===== src/rtl/segment_pkg.sv =====
// Shared definitions for the seven-segment reader: segment patterns, bus bit
// positions, reader state encoding and a BCD value helper.
package segment_pkg;

    localparam logic [6:0] SEG_PAT_0 = 7'h3F;
    localparam logic [6:0] SEG_PAT_1 = 7'h06;
    localparam logic [6:0] SEG_PAT_2 = 7'h5B;
    localparam logic [6:0] SEG_PAT_3 = 7'h4F;
    localparam logic [6:0] SEG_PAT_4 = 7'h66;
    localparam logic [6:0] SEG_PAT_5 = 7'h6D;
    localparam logic [6:0] SEG_PAT_6 = 7'h7D;
    localparam logic [6:0] SEG_PAT_7 = 7'h07;
    localparam logic [6:0] SEG_PAT_8 = 7'h7F;
    localparam logic [6:0] SEG_PAT_9 = 7'h6F;

    localparam int SEG_DIG_BIT = 8;
    localparam int SEG_DP_BIT  = 7;

    typedef enum logic [0:0] {
        ST_EMPTY = 1'b0,
        ST_TRACK = 1'b1
    } reader_state_e;

    // Two BCD digits folded into their 0..99 value.
    function automatic logic [6:0] bcd_value(input logic [3:0] tens, input logic [3:0] units);
        return (7'(tens) * 7'd10) + 7'(units);
    endfunction

endpackage


===== src/rtl/segment_reader_if.sv =====
// Bus bundle between the segment display source / reading consumer (master)
// and the segment_reader (slave).
interface segment_reader_if;

    logic [8:0] seg_led_1;
    logic [8:0] seg_led_2;
    logic [3:0] digit_1;
    logic [3:0] digit_2;
    logic       out_valid;
    logic       out_ready;
    logic       err_pattern;
    logic       err_overrun;
    logic       err_step;

    modport master (
        output seg_led_1, seg_led_2, out_ready,
        input  digit_1, digit_2, out_valid, err_pattern, err_overrun, err_step
    );

    modport slave (
        input  seg_led_1, seg_led_2, out_ready,
        output digit_1, digit_2, out_valid, err_pattern, err_overrun, err_step
    );

endinterface


===== src/rtl/segment_decode.sv =====
// Combinational decode of one 9-bit segment bus into a BCD digit plus
// legal/blank flags; the decimal point is ignored.
module segment_decode
    import segment_pkg::*;
(
    input  logic [8:0] pattern,
    output logic [3:0] digit,
    output logic       legal,
    output logic       blank
);

    logic unused_dp_s;
    assign unused_dp_s = pattern[SEG_DP_BIT];

    // Pattern lookup; anything outside the ten glyphs is illegal.
    always_comb begin
        digit = 4'd0;
        legal = 1'b1;
        blank = pattern[SEG_DIG_BIT];
        case (pattern[6:0])
            SEG_PAT_0: digit = 4'd0;
            SEG_PAT_1: digit = 4'd1;
            SEG_PAT_2: digit = 4'd2;
            SEG_PAT_3: digit = 4'd3;
            SEG_PAT_4: digit = 4'd4;
            SEG_PAT_5: digit = 4'd5;
            SEG_PAT_6: digit = 4'd6;
            SEG_PAT_7: digit = 4'd7;
            SEG_PAT_8: digit = 4'd8;
            SEG_PAT_9: digit = 4'd9;
            default: begin
                digit = 4'd0;
                legal = 1'b0;
            end
        endcase
    end

endmodule


===== src/rtl/segment_reader.sv =====
// segment_reader: synchronizes, debounces and decodes the two-digit segment
// buses into a valid/ready BCD stream. Macro SEGMENT_READER_STEP_CHECK_EN adds
// counting-sequence checking on err_step.
module segment_reader
    import segment_pkg::*;
#(
    parameter int unsigned STABLE_CYCLES = 4
) (
    input  logic            clk,
    input  logic            rst,
    segment_reader_if.slave bus
);

    localparam logic [7:0]  CNT_MAX   = 8'(STABLE_CYCLES);
    localparam logic [17:0] LAST_INIT = 18'h3FFFF;

    logic [17:0]   sync1_r, sync2_r, samp_r, last_r, last_nx_s;
    logic [7:0]    cnt_r;
    logic [3:0]    dec1_digit_s, dec2_digit_s;
    logic          dec1_legal_s, dec2_legal_s, dec1_blank_s, dec2_blank_s;
    logic          commit_s, legal_commit_s;
    logic [3:0]    digit_1_r, digit_2_r, digit_1_nx_s, digit_2_nx_s;
    logic          out_valid_r, out_valid_nx_s;
    logic          err_pattern_r, err_pattern_nx_s;
    logic          err_overrun_r, err_overrun_nx_s;
    reader_state_e state_r, state_nx_s;

    // Synchronizer, previous-sample register and stability counter.
    always_ff @(posedge clk) begin
        if (rst) begin
            sync1_r <= 18'h00000;
            sync2_r <= 18'h00000;
            samp_r  <= 18'h00000;
            cnt_r   <= 8'd0;
        end else begin
            sync1_r <= {bus.seg_led_1, bus.seg_led_2};
            sync2_r <= sync1_r;
            samp_r  <= sync2_r;
            if (sync2_r != samp_r) begin
                cnt_r <= 8'd1;
            end else if (cnt_r < CNT_MAX) begin
                cnt_r <= cnt_r + 8'd1;
            end else begin
                cnt_r <= cnt_r;
            end
        end
    end

    segment_decode u_dec_1 (
        .pattern (samp_r[17:9]),
        .digit   (dec1_digit_s),
        .legal   (dec1_legal_s),
        .blank   (dec1_blank_s)
    );

    segment_decode u_dec_2 (
        .pattern (samp_r[8:0]),
        .digit   (dec2_digit_s),
        .legal   (dec2_legal_s),
        .blank   (dec2_blank_s)
    );

    // samp_r is the pair that has been stable for CNT_MAX samples.
    assign commit_s       = (cnt_r == CNT_MAX) && (samp_r != last_r);
    assign legal_commit_s = commit_s && !dec1_blank_s && !dec2_blank_s
                            && dec1_legal_s && dec2_legal_s;

    // Reader state transitions.
    always_comb begin
        state_nx_s = state_r;
        case (state_r)
            ST_EMPTY: begin
                if (legal_commit_s) begin
                    state_nx_s = ST_TRACK;
                end else begin
                    state_nx_s = ST_EMPTY;
                end
            end
            ST_TRACK: state_nx_s = ST_TRACK;
            default:  state_nx_s = ST_EMPTY;
        endcase
    end

    // Commit handling, handshake and error pulses.
    always_comb begin
        last_nx_s        = last_r;
        digit_1_nx_s     = digit_1_r;
        digit_2_nx_s     = digit_2_r;
        err_pattern_nx_s = 1'b0;
        err_overrun_nx_s = 1'b0;
        if (out_valid_r && bus.out_ready) begin
            out_valid_nx_s = 1'b0;
        end else begin
            out_valid_nx_s = out_valid_r;
        end
        if (commit_s) begin
            last_nx_s = samp_r;
            if (dec1_blank_s || dec2_blank_s) begin
                err_pattern_nx_s = 1'b0;
            end else if (dec1_legal_s && dec2_legal_s) begin
                digit_1_nx_s     = dec1_digit_s;
                digit_2_nx_s     = dec2_digit_s;
                out_valid_nx_s   = 1'b1;
                err_overrun_nx_s = out_valid_r && !bus.out_ready;
            end else begin
                err_pattern_nx_s = 1'b1;
            end
        end else begin
            last_nx_s = last_r;
        end
    end

    // State and output registers.
    always_ff @(posedge clk) begin
        if (rst) begin
            state_r       <= ST_EMPTY;
            last_r        <= LAST_INIT;
            digit_1_r     <= 4'd0;
            digit_2_r     <= 4'd0;
            out_valid_r   <= 1'b0;
            err_pattern_r <= 1'b0;
            err_overrun_r <= 1'b0;
        end else begin
            state_r       <= state_nx_s;
            last_r        <= last_nx_s;
            digit_1_r     <= digit_1_nx_s;
            digit_2_r     <= digit_2_nx_s;
            out_valid_r   <= out_valid_nx_s;
            err_pattern_r <= err_pattern_nx_s;
            err_overrun_r <= err_overrun_nx_s;
        end
    end

    assign bus.digit_1     = digit_1_r;
    assign bus.digit_2     = digit_2_r;
    assign bus.out_valid   = out_valid_r;
    assign bus.err_pattern = err_pattern_r;
    assign bus.err_overrun = err_overrun_r;

`ifdef SEGMENT_READER_STEP_CHECK_EN
    logic [6:0] prev_r, prev_nx_s, value_s, succ_s;
    logic       err_step_r, err_step_nx_s;

    // A zero reading is always accepted: the counter may wrap early.
    always_comb begin
        value_s       = bcd_value(dec1_digit_s, dec2_digit_s);
        succ_s        = (prev_r == 7'd99) ? 7'd0 : (prev_r + 7'd1);
        prev_nx_s     = prev_r;
        err_step_nx_s = 1'b0;
        if (legal_commit_s) begin
            prev_nx_s     = value_s;
            err_step_nx_s = (state_r == ST_TRACK) && (value_s != succ_s)
                            && (value_s != 7'd0);
        end else begin
            prev_nx_s = prev_r;
        end
    end

    // Previous legal value and step error register.
    always_ff @(posedge clk) begin
        if (rst) begin
            prev_r     <= 7'd0;
            err_step_r <= 1'b0;
        end else begin
            prev_r     <= prev_nx_s;
            err_step_r <= err_step_nx_s;
        end
    end

    assign bus.err_step = err_step_r;
`else
    assign bus.err_step = 1'b0;
`endif

endmodule


===== src/flat_wrapper.sv =====
// flat-port wrapper written by rule: the top's interface ports become plain ports
module segment_reader_flat import segment_pkg::*;
#(
    parameter int unsigned STABLE_CYCLES = 4
)
  (clk, rst, bus_seg_led_1, bus_seg_led_2, bus_out_ready, bus_digit_1, bus_digit_2, bus_out_valid, bus_err_pattern, bus_err_overrun, bus_err_step);
  segment_reader_if bus_i ();
  input  logic clk;
  input  logic rst;
  input wire logic [$bits(bus_i.seg_led_1)-1:0] bus_seg_led_1;
  input wire logic [$bits(bus_i.seg_led_2)-1:0] bus_seg_led_2;
  input wire logic [$bits(bus_i.out_ready)-1:0] bus_out_ready;
  output wire logic [$bits(bus_i.digit_1)-1:0] bus_digit_1;
  output wire logic [$bits(bus_i.digit_2)-1:0] bus_digit_2;
  output wire logic [$bits(bus_i.out_valid)-1:0] bus_out_valid;
  output wire logic [$bits(bus_i.err_pattern)-1:0] bus_err_pattern;
  output wire logic [$bits(bus_i.err_overrun)-1:0] bus_err_overrun;
  output wire logic [$bits(bus_i.err_step)-1:0] bus_err_step;
  assign bus_i.seg_led_1 = bus_seg_led_1;
  assign bus_i.seg_led_2 = bus_seg_led_2;
  assign bus_i.out_ready = bus_out_ready;
  assign bus_digit_1 = bus_i.digit_1;
  assign bus_digit_2 = bus_i.digit_2;
  assign bus_out_valid = bus_i.out_valid;
  assign bus_err_pattern = bus_i.err_pattern;
  assign bus_err_overrun = bus_i.err_overrun;
  assign bus_err_step = bus_i.err_step;
  segment_reader #(.STABLE_CYCLES(STABLE_CYCLES)) u_core (.clk(clk), .rst(rst), .bus(bus_i));
endmodule

===== config.mk =====
export PLATFORM = sky130hd
export DESIGN_NAME = segment_reader_flat
export DESIGN_NICKNAME = d
export VERILOG_FILES = /design/src/rtl/segment_pkg.sv /design/src/rtl/segment_reader_if.sv /design/src/rtl/segment_decode.sv /design/src/rtl/segment_reader.sv /design/src/flat_wrapper.sv
export SDC_FILE = /design/constraint.sdc
export NUM_CORES = 1
export LEC_CHECK = 0
export BUFFER_PORTS_ARGS = -buffer_cell sky130_fd_sc_hd__buf_2
export CAP_MARGIN = 20
export CORE_MARGIN = 4
export CORE_UTILIZATION = 25
export CTS_BUF_LIST = sky130_fd_sc_hd__clkbuf_8
export DETAILED_ROUTE_END_ITERATION = 10
export GPL_TIMING_DRIVEN = 0
export HOLD_SLACK_MARGIN = 0.1
export SYNTH_ARGS = -nofsm -noshare
export SYNTH_HDL_FRONTEND = slang
export SYNTH_SLANG_ARGS = --single-unit

===== constraint.sdc =====
create_clock -name clk -period 2.9 [get_ports clk]
set_input_delay 0.145 -clock clk [delete_from_list [all_inputs] [get_ports clk]]
set_output_delay 0.145 -clock clk [all_outputs]
set_load 0.1 [all_outputs]

==> run metrics <==
Hold Slack=0.2270 ns; reg-to-reg critical path startpoint=u_core.samp_r[10]; largest net degree at the start of global routing=19; Power Density=504.5 nW/µm²; unrepaired setup endpoints after global routing=no; TritonRoute pass-1 iters=4; Yosys cell types=47; Layout fillers=1507; Initial Util=25.60%; share of post-route cells with drive strength above 1=17.16%; Root Driver=clkbuf_8; max cap viols=0; Final ANT Viol Nets=0; cts bufs inserted=9; Worst R2R End=u_core.bus.digit_1[2]; Tot GR Track Use=9.545%; Yosys reg bits=91; Max Freq=0.4016 GHz; fraction of registers with async set/reset=0%; time the worst path needs with I/O delays and setup=2.490 ns; crit path capture type=flop; Hold WC Path Type=in2reg; post-route setup slack=0.4101 ns; First DRT Iteration DRCs=102; Avg Inst Size Synth=9.881 µm²; R2R Setup Slk=0.41 ns; cell count after synthesis=378; Mapped Area=3735 µm²; CTS sink cnt=91; Post-CTS Setup Inserts=0; core box area=14590 µm²; synth warn=0; Synth Flop Type=dfxtp_1; GR Overflow Total=0; fin. max-slew vios=0; NumNets Final=461; Reg2Reg Depth=8; sequential fraction of the synthesis area=48.78%; Clock Latency Late Sink=0.37 ns; Hold Crit Start=rst; Vias=2626; Die ar.=16960 µm²; Sum Neg Setup Slack=0 ns; Data arrival, critical path=2.75 ns; Die X=130.2 µm; Total Power=2266 µW; via/cell ratio=4.188; Post-synth EDFFs=0; die height=130.2 µm; I/O pin count=33; # diodes=0; hold path cells=2; cell row count=44; synth top area cells=dfxtp_1, nor2b_1, xor2_1; initial antenna violation count=0; top cell type's share of synthesized area=48.78%; drt wl/cell=11.85 µm; clk buf depth=2; status=complete, no violations; Area growth syn-to-layout=20.27%; H-tree depth=3; VDD IR max=0.0003530 V; Worst Path Max Fanout=10; Port Buffers=30; Leakage Power=0.001788 µW; vias in the first global route=2536; CTS tree=built; Final period util=85.86%; worst slack, placed=0.4594 ns; Detailed Route WL=7.432 mm; DR DRC count=0; worst hold endpoint=u_core.sync1_r[1]; Post-DP HPWL=5.397 mm; CP required=3.16 ns; worst-case clock skew=0.01136 ns; Fin. Hold Viols=0; first-pass GRT wire length=12.54 mm; slew margin rel.=56.21%; Final setup viols=0; Final Wtd Congestion=0.7644; critical path type=reg2reg; leading area contributor after synthesis=dfxtp_1; Least-Margin Pin Slew=0.6569 ns; Startpoint Class=flop; syn nets=401; clock-pin slew on the worst setup and hold paths=0.10 ns
[how the worst max path moves through the flow]
stage                            startpoint               endpoint  slack, ns  depth (start not counted)
after floorplan            u_core.samp_r[3]  u_core.bus.digit_1[2]       0.79                          8
after global placement     u_core.samp_r[9]  u_core.bus.digit_1[2]       0.53                          8
after detailed placement  u_core.samp_r[10]  u_core.bus.digit_1[2]       0.46                          8
after CTS                 u_core.samp_r[10]  u_core.bus.digit_1[2]       0.44                          8
after global routing      u_core.samp_r[10]  u_core.bus.digit_1[2]       0.30                          8
final                     u_core.samp_r[10]  u_core.bus.digit_1[2]       0.41                          8
[timing repair]
action                    4_1_cts  5_1_grt
hold buffers                   19        0
gates resized for setup         0        0
hold endpoints to repair       20        0
[area by class of cell]
type	instances	area [µm²]	area share [%]
buffer	31	168.9	3.760
clock buffer	9	123.9	2.758
sequential	91	1822	40.56
tap	184	230.2	5.125
timing repair buffer	49	340.3	7.577
multi-input combinational	236	1669	37.16
inverter	20	75.07	1.671
clock inverter	7	62.56	1.393
[registers in the layout (all words and copies together) (netlist names)]
| register | count |
|---|---|
| u_core.bus.err_overrun | 1 |
| u_core.samp_r | 18 |
| u_core.bus.digit_1 | 4 |
| u_core.bus.digit_2 | 4 |
| u_core.cnt_r | 8 |
| u_core.bus.err_pattern | 1 |
| u_core.last_r | 18 |
| u_core.sync2_r | 18 |
| u_core.sync1_r | 18 |
| u_core.bus.out_valid | 1 |
[kinds of logic after synthesis]
kind of cell	Yosys count	share of synthesized area, %
adders and majority gates	2	0.6699
muxes	10	3.082
xor gates and xnor gates	39	9.146
DFF	91	48.78
other	1	0.1004
AOI/OAI and AO/OA	39	8.107
buffers and inverters	51	6.533
and+or+nand+nor	145	23.58
[stage by stage]
step                instances  cell area [µm²]  util [%]
finish                    627             4492     30.79
global placement          592             4115     28.21
global route              627             4492     30.79
CTS                       627             4492     30.79
detailed placement        592             4115     28.21
floorplan                 378             3735         -
[worst max-delay path: stages (launching register included)]
cell	delay [ns]
dfxtp_1	0.35
buf_2	0.23
nand4b_1	0.13
nor4_1	0.34
nor4_1	0.16
a21oi_2	0.22
or4b_1	0.48
buf_6	0.18
mux2_4	0.29
[Yosys cell counts (all sizes together), types with 2 or more instances]
cell type,instances
a211o,19
a211oi,2
a21oi,4
and2,6
and2b,2
and3,2
buf,21
clkbuf,10
dfxtp,91
ha,2
inv,20
mux2,3
mux2i,7
nand2,4
nand2b,7
nand3,4
nand4,4
nand4b,2
nor2,28
nor2b,61
nor3,2
nor4,12
nor4b,2
o211ai,2
o21ai,5
or4,3
xnor2,8
xor2,31
[layer usage]
metal	track usage, %	routed length, µm	part of all wire [%]
met1	12.28	3487	47
met2	15.18	3460	47
met3	2.906	361	4.9
met4	3.362	123	1.7
met5	0	0	0
[report_power, final]
group	internal [µW]	switching, µW
clock network	334	493
logic	72.6	73.5
registers	1280	13.3
[cells in the final DEF (no fill, tap or decap), types with 3 or more instances in the layout]
master,instances
mux2_4,3
nor2b_1,61
buf_4,3
dlygate4sd3_1,19
nor2_1,28
nand3_1,4
clkbuf_8,9
inv_6,4
mux2i_1,7
xor2_1,31
nor4_1,12
nand2b_1,7
inv_1,20
and2_1,6
a211o_1,19
or4_1,3
buf_6,3
a21oi_1,3
xnor2_1,8
nand4_1,4
o21ai_0,5
clkbuf_1,10
nand2_1,4
dfxtp_1,91
buf_2,45
Note: power is estimated with default switching activity, not from simulation.
